`src/rtl/mips_trace_pkg.sv`:
```
// ----------------------------------------------------------------------------
// mips_trace_pkg : shared state encoding and field-width helpers for the trace unit
// Rev 1.0
// ----------------------------------------------------------------------------
`default_nettype none

package mips_trace_pkg;

  typedef enum logic [1:0] {
    IDLE    = 2'd0,
    RUN     = 2'd1,
    STOPPED = 2'd2
  } trace_state_t;

  // Channel-index width; never narrower than one bit.
  function automatic int chan_w(input int ch);
    return (ch > 1) ? $clog2(ch) : 1;
  endfunction

  // FIFO pointer width; count is one bit wider to represent "full".
  function automatic int ptr_w(input int depth);
    return (depth > 1) ? $clog2(depth) : 1;
  endfunction

endpackage

`default_nettype wire

```
`src/rtl/mips_trace_fifo.sv`:
```
// ----------------------------------------------------------------------------
// mips_trace_fifo : show-ahead circular FIFO with simultaneous push/pop at any occupancy
// Rev 1.0
// ----------------------------------------------------------------------------
`default_nettype none

module mips_trace_fifo
  import mips_trace_pkg::*;
#(
  parameter int W     = 8,
  parameter int DEPTH = 16
) (
  input  logic                   clk,
  input  logic                   reset,
  input  logic                   push,
  input  logic                   pop,
  input  logic [W-1:0]           din,
  output logic [W-1:0]           dout,
  output logic                   full,
  output logic                   empty,
  output logic [ptr_w(DEPTH):0]  count
);

  localparam int PTR_W = ptr_w(DEPTH);

  logic [W-1:0]     mem [DEPTH];
  logic [PTR_W-1:0] wr_ptr;
  logic [PTR_W-1:0] rd_ptr;
  logic             do_push;
  logic             do_pop;

  assign empty   = (count == '0);
  assign full    = (count == (PTR_W+1)'(DEPTH));
  assign do_pop  = pop && !empty;
  // A pop in the same cycle frees the slot the push needs, even when full.
  assign do_push = push && (!full || do_pop);

  always_ff @(posedge clk or posedge reset) begin
    if (reset) begin
      wr_ptr <= '0;
      rd_ptr <= '0;
      count  <= '0;
    end else begin
      if (do_push) wr_ptr <= wr_ptr + 1'b1;
      if (do_pop)  rd_ptr <= rd_ptr + 1'b1;
      case ({do_push, do_pop})
        2'b10:   count <= count + 1'b1;
        2'b01:   count <= count - 1'b1;
        default: count <= count;
      endcase
    end
  end

  always_ff @(posedge clk) begin
    if (do_push) mem[wr_ptr] <= din;
  end

  // Gate with empty so the outputs read zero after reset without clearing storage.
  assign dout = empty ? '0 : mem[rd_ptr];

endmodule

`default_nettype wire

```
`src/rtl/mips_trace_buffer.sv`:
```
// ----------------------------------------------------------------------------
// mips_trace_buffer : change-triggered trace capture with cycle-limited run window.
// Optional macro TRACE_TIMESTAMP_EN builds timestamp storage. Rev 1.0
// ----------------------------------------------------------------------------
`default_nettype none

module mips_trace_buffer
  import mips_trace_pkg::*;
#(
  parameter int DATA_W      = 32,
  parameter int CH          = 2,
  parameter int DEPTH       = 16,
  parameter int TS_W        = 16,
  parameter int CYCLE_LIMIT = 25
) (
  input  logic                   clk,
  input  logic                   reset,
  input  logic                   arm,
  input  logic [CH-1:0]          obs_valid,
  input  logic [CH*DATA_W-1:0]   obs_data,
  input  logic                   rd_ready,
  output logic                   rd_valid,
  output logic [chan_w(CH)-1:0]  rd_chan,
  output logic [DATA_W-1:0]      rd_data,
  output logic [TS_W-1:0]        rd_ts,
  output logic [ptr_w(DEPTH):0]  count,
  output logic                   overflow,
  output logic                   running
);

  localparam int CHAN_W = chan_w(CH);
  localparam int PTR_W  = ptr_w(DEPTH);
`ifdef TRACE_TIMESTAMP_EN
  localparam int ENTRY_W = CHAN_W + DATA_W + TS_W;
`else
  localparam int ENTRY_W = CHAN_W + DATA_W;
`endif
  localparam logic [TS_W-1:0] LIMIT_M1 = TS_W'(CYCLE_LIMIT - 1);

  trace_state_t      state;
  trace_state_t      state_next;
  logic [TS_W-1:0]   cycle_cnt;
  logic              limit_hit;

  logic [DATA_W-1:0] last_seen [CH];
  logic [DATA_W-1:0] pend_val  [CH];
`ifdef TRACE_TIMESTAMP_EN
  logic [TS_W-1:0]   pend_ts   [CH];
`endif
  logic [CH-1:0]     seen;
  logic [CH-1:0]     pending;
  logic [CH-1:0]     change;
  logic [CH-1:0]     drain;

  logic [CHAN_W-1:0] sel;
  logic              any_pend;
  logic              pop;
  logic              push;
  logic              fifo_full;
  logic              fifo_empty;
  logic [ENTRY_W-1:0] wr_entry;
  logic [ENTRY_W-1:0] rd_entry;

  assign limit_hit = (CYCLE_LIMIT != 0) && (cycle_cnt == LIMIT_M1);
  assign running   = (state == RUN);

  always_ff @(posedge clk or posedge reset) begin
    if (reset) state <= IDLE;
    else       state <= state_next;
  end

  always_comb begin
    state_next = state;
    case (state)
      IDLE, STOPPED: if (arm)       state_next = RUN;
      RUN:           if (limit_hit) state_next = STOPPED;
      default:                      state_next = IDLE;
    endcase
  end

  always_ff @(posedge clk or posedge reset) begin
    if (reset)                                  cycle_cnt <= '0;
    else if (state != RUN && state_next == RUN) cycle_cnt <= '0;
    else if (state == RUN)                      cycle_cnt <= cycle_cnt + 1'b1;
  end

  always_comb begin
    change = '0;
    for (int i = 0; i < CH; i++) begin
      change[i] = (state == RUN) && obs_valid[i] &&
                  (!seen[i] || (obs_data[i*DATA_W +: DATA_W] != last_seen[i]));
    end
  end

  // Fixed priority: scanning downward leaves the lowest pending index selected.
  always_comb begin
    sel      = '0;
    any_pend = 1'b0;
    for (int i = CH - 1; i >= 0; i--) begin
      if (pending[i]) begin
        sel      = CHAN_W'(i);
        any_pend = 1'b1;
      end
    end
  end

  assign pop  = rd_valid && rd_ready;
  assign push = any_pend && (!fifo_full || pop);

  always_comb begin
    drain = '0;
    for (int i = 0; i < CH; i++) begin
      drain[i] = push && (sel == CHAN_W'(i));
    end
  end

  always_ff @(posedge clk or posedge reset) begin
    if (reset) begin
      seen     <= '0;
      pending  <= '0;
      overflow <= 1'b0;
      for (int i = 0; i < CH; i++) begin
        last_seen[i] <= '0;
        pend_val[i]  <= '0;
`ifdef TRACE_TIMESTAMP_EN
        pend_ts[i]   <= '0;
`endif
      end
    end else begin
      for (int i = 0; i < CH; i++) begin
        if (change[i]) begin
          last_seen[i] <= obs_data[i*DATA_W +: DATA_W];
          pend_val[i]  <= obs_data[i*DATA_W +: DATA_W];
`ifdef TRACE_TIMESTAMP_EN
          pend_ts[i]   <= cycle_cnt;
`endif
          seen[i]      <= 1'b1;
          // A draining entry is written out this cycle, so only an undrained one is lost.
          pending[i]   <= 1'b1;
          if (pending[i] && !drain[i]) overflow <= 1'b1;
        end else if (drain[i]) begin
          pending[i]   <= 1'b0;
        end
      end
    end
  end

`ifdef TRACE_TIMESTAMP_EN
  assign wr_entry = {sel, pend_val[sel], pend_ts[sel]};
  assign rd_chan  = rd_entry[ENTRY_W-1 -: CHAN_W];
  assign rd_data  = rd_entry[TS_W +: DATA_W];
  assign rd_ts    = rd_entry[TS_W-1:0];
`else
  assign wr_entry = {sel, pend_val[sel]};
  assign rd_chan  = rd_entry[ENTRY_W-1 -: CHAN_W];
  assign rd_data  = rd_entry[DATA_W-1:0];
  assign rd_ts    = '0;
`endif

  assign rd_valid = !fifo_empty;

  mips_trace_fifo #(
    .W     (ENTRY_W),
    .DEPTH (DEPTH)
  ) u_fifo (
    .clk   (clk),
    .reset (reset),
    .push  (push),
    .pop   (pop),
    .din   (wr_entry),
    .dout  (rd_entry),
    .full  (fifo_full),
    .empty (fifo_empty),
    .count (count)
  );

endmodule

`default_nettype wire

```
`config.mk`:
```
export PLATFORM = sky130hd
export DESIGN_NAME = mips_trace_buffer
export DESIGN_NICKNAME = d
export VERILOG_FILES = /design/src/rtl/mips_trace_pkg.sv /design/src/rtl/mips_trace_fifo.sv /design/src/rtl/mips_trace_buffer.sv
export SDC_FILE = /design/constraint.sdc
export NUM_CORES = 1
export LEC_CHECK = 0
export ABC_CLOCK_PERIOD_IN_PS = 9060
export CAP_MARGIN = 0
export CORE_UTILIZATION = 55
export DETAILED_ROUTE_END_ITERATION = 6
export PLACE_DENSITY = 0.74
export REMOVE_ABC_BUFFERS = 1
export SLEW_MARGIN = 25
export SYNTH_ARGS = -nofsm -noshare
export SYNTH_HDL_FRONTEND = slang
export SYNTH_SLANG_ARGS = --single-unit
```
`constraint.sdc`:
```
create_clock -name clk -period 9.06 [get_ports clk]
set_clock_uncertainty 0.1 [all_clocks]
set_input_delay 1.812 -clock clk [delete_from_list [all_inputs] [get_ports clk]]
set_output_delay 1.812 -clock clk [all_outputs]
set_load 0.005 [all_outputs]
```
==> impl_metrics.csv <==
group,metric,value,unit
cells_and_area,area.growth.synth_to_final,14.1,%
synth,cell_area_after_synthesis,26100,µm²
placed_design,hpwl,34100,µm
timing,setup_repair_after_global_routing_missed_its_margin,"false",
timing,max_slew_vio_count,0,
synth,yosys-mux-area-fraction,17.2,%
synth,simple_gate_share_of_the_synthesized_area,4.74,%
drt,route.antenna.remaining_nets,0,
critical_path,worst-endpoint-arrival,3.91,ns
clock_tree,insertion_delay,0.63,ns
grt,grt_pass1_wl,88000,µm
critical_path,timing_worst_setup_path_type,"reg2out",
power,vdd_drop_max,0.000218,V
cells_and_area,final_common_cell,"sky130_fd_sc_hd__edfxtp_1",
grt,initial_antenna_violation_count,2,
timing,timing.hold.ws,0.390,ns
timing,finalHoldViolCount,0,
synth,synth-seq-area-share,70.4,%
placed_design,placedInstanceArea,27800,µm²
die,core,46700,µm²
clock_tree,postCtsHoldBufs,0,
clock_tree,path_clk_slew,0.06,ns
flow_run,maxCapViolCount,0,
drt,dr.pass1.iters,7,
drt,vias,13600,
critical_path,setup.worst_path.start_class,"flop",
timing,fin_crit,5.82,ns
synth,ys_types,50,
grt,vias_in_the_first_global_route,13600,
timing,slew_headroom,30.6,%
outcome,status,"complete, but fails checks",
placed_design,place.port_buffers,110,
cells_and_area,nets,1565,
synth,ys_warn_count,0,
synth,synth_async_sr_flop_share,15.9,%
timing,post-route-period-util,64.2,%
clock_tree,cts_sinks,628,
clock_tree,postCtsSetupBuffers,0,
hold_path,hp-class,"reg2reg",
synth,synth-seq-cells,628,
placed_design,number_of_instances_in_the_placed_design,2030,
clock_tree,cts_root_buf,"sky130_fd_sc_hd__clkbuf_16",
timing,final-setup-viol-count,0,
die,placementRows,79,
synth,synth_xor_xnor_area_share,2.65,%
die,fp.dieArea,48300,µm²
cells_and_area,filler_cell_count,3146,
cells_and_area,final_instance_count_without_filler_cells,2143,
die,pin_count,127,
clock_tree,tritoncts_clock_tree,"yes",
timing,totalNegativeSetupSlack,0,ns
critical_path,worstSetupEndpointType,"output port",
die,initial_utilization,55.9,%
synth,synthAdderAreaFrac,0.480,%
die,die_y,220,µm
cells_and_area,commonest_cells_after_routing_fill_and_taps_aside,"sky130_fd_sc_hd__edfxtp_1, sky130_fd_sc_hd__mux4_2, sky130_fd_sc_hd__clkdlybuf4s50_1",
grt,globalRouteTotalUtil,25.8,%
clock_tree,clock_tree.buffer_depth,3,
drt,drt-initial-drc-count,1758,
drt,via_per_inst,6.36,
cells_and_area,finish.instance_area,29800,µm²
synth,syn-mean-instance-area,19.2,µm²
critical_path,timing.critical_path.fanout_max,53,
clock_tree,cts_made_buffers,59,
cells_and_area,multi_input_area,7290,µm²
drt,post_drt_wl_per_cell,28.3,µm
synth,yosys_most_used_dff,"sky130_fd_sc_hd__edfxtp_1",
cells_and_area,drive_gt1_share,24.5,%
critical_path,cp_data_required_time,7.15,ns
synth,synth_top_family_by_area,"multiplexers",
drt,drt_drc_violations_left,12,
synth,synth_compound_gate_area_share,2.54,%
drt,postRouteWirelength,60700,µm
grt,globalRoute.totalOverflow,0,
grt,grt_max_degree,71,
power,power_leakage,9.85,nW
synth,number_of_flops_mapped_to_enable_cells_by_yosys,528,
power,p_per_area,346,nW/µm²
cells_and_area,sequential_cell_area,18400,µm²
placed_design,routabilityCongestion,0.799,
timing,max_clock_freq,172,MHz
timing,worstMarginPinSlew,1.04,ns
outcome,violations,"design-rule violations",
clock_tree,post_cts_resize_count,0,
synth,post_synth_inst_count,1358,
die,die_w,220,µm
clock_tree,h-tree-depth,2,
[synth_stat cells, drive strengths merged, types with 2 or more instances]
master | count | area (µm²)
clkbuf | 35 | 131
xnor2 | 52 | 455
or4 | 2 | 18.8
edfxtp | 528 | 15900
buf | 53 | 354
nand2 | 61 | 229
nor3b | 4 | 35.0
ha | 10 | 125
or2 | 4 | 25.0
nor2 | 11 | 41.3
nor4b | 2 | 32.5
xor2 | 27 | 236
nand4 | 41 | 257
o211ai | 33 | 248
mux4 | 165 | 3720
nor4 | 11 | 68.8
nand2b | 5 | 31.3
nand3b | 2 | 15.0
and4 | 2 | 17.5
mux2 | 66 | 747
and2 | 52 | 328
o31ai | 8 | 60.1
nand3 | 12 | 60.1
nor3 | 7 | 40.0
mux2i | 2 | 20.0
inv | 13 | 48.8
dfrtp | 100 | 2500
a2bb2oi | 27 | 236
o21ai | 9 | 45.0
and3 | 4 | 25.0
a222oi | 2 | 20.0
[final timing paths]
path,end,from,cells after the start,slack (ns)
setup / recovery,rd_data[14],u_fifo.rd_ptr[0],5,3.24
hold reg to reg,seen[1],seen[1],1,0.39
hold / removal,seen[1],seen[1],1,0.39
min in group asynchronous,u_fifo.count[1],reset,2,1.44
max in group asynchronous,pend_val[11],reset,3,6.37
setup reg to reg,u_fifo.mem[7][6],u_fifo.count[2],7,5.74
[area by class of cell]
class,instances,area share [%]
antenna,1,0.00840
clock buffer,81,5.37
clock inverter,30,1.26
inverter,13,0.172
multi-input combinational,644,24.5
sequential,628,61.7
tap,607,2.55
timing repair buffer,139,4.48
[state kept, by name (all words and copies together), names as in the netlist]
signal and flops:
cycle_cnt 16, overflow 1, pend_val 64, pending 2
seen 2, state 2, u_fifo.count 5, u_fifo.mem 528
u_fifo.rd_ptr 4, u_fifo.wr_ptr 4
[critical path, cell delays in order (launching register included)]
cell and delay, ns:
sky130_fd_sc_hd__dfrtp_4 0.86, sky130_fd_sc_hd__buf_6 0.67, sky130_fd_sc_hd__mux4_2 0.62, sky130_fd_sc_hd__mux4_2 0.48, sky130_fd_sc_hd__and2_1 0.19, sky130_fd_sc_hd__clkdlybuf4s50_1 0.44
[power breakdown]
group | internal (W) | switching [W] | leakage (nW)
logic | 0.00165 | 0.00165 | 2.94
registers | 0.00410 | 0.000372 | 5.94
clock network | 0.00149 | 0.00104 | 0.963
total | 0.00724 | 0.00306 | 9.85
[cells by family after synthesis]
family	count (synthesis)
DFF	628
AOI/OAI and AO/OA	84
other	1
buffers and inverters	101
xor gates and xnor gates	79
muxes	233
adders and majority gates	10
and+or+nand+nor	222
[through the flow]
stage / setup slack [ns] / total power [W] / util, %
2_1_floorplan: 0.725 / 0.00671 / -
3_3_place_gp: 3.55 / 0.00771 / 59.5
3_5_place_dp: 3.51 / 0.00783 / 59.5
4_1_cts: 2.84 / 0.0104 / 63.8
5_1_grt: 3.00 / 0.0107 / 63.8
6_report: 3.24 / 0.0103 / 63.8
[routing by layer]
metal,up-vias,share of wire [%],global-route usage (%)
li1,5722,-,-
met1,7110,41,38.3
met2,683,47,39.3
met3,110,8.8,3.92
met4,0,2.9,8.99
met5,-,0,0
No activity file was read; power rests on OpenSTA's default activity.
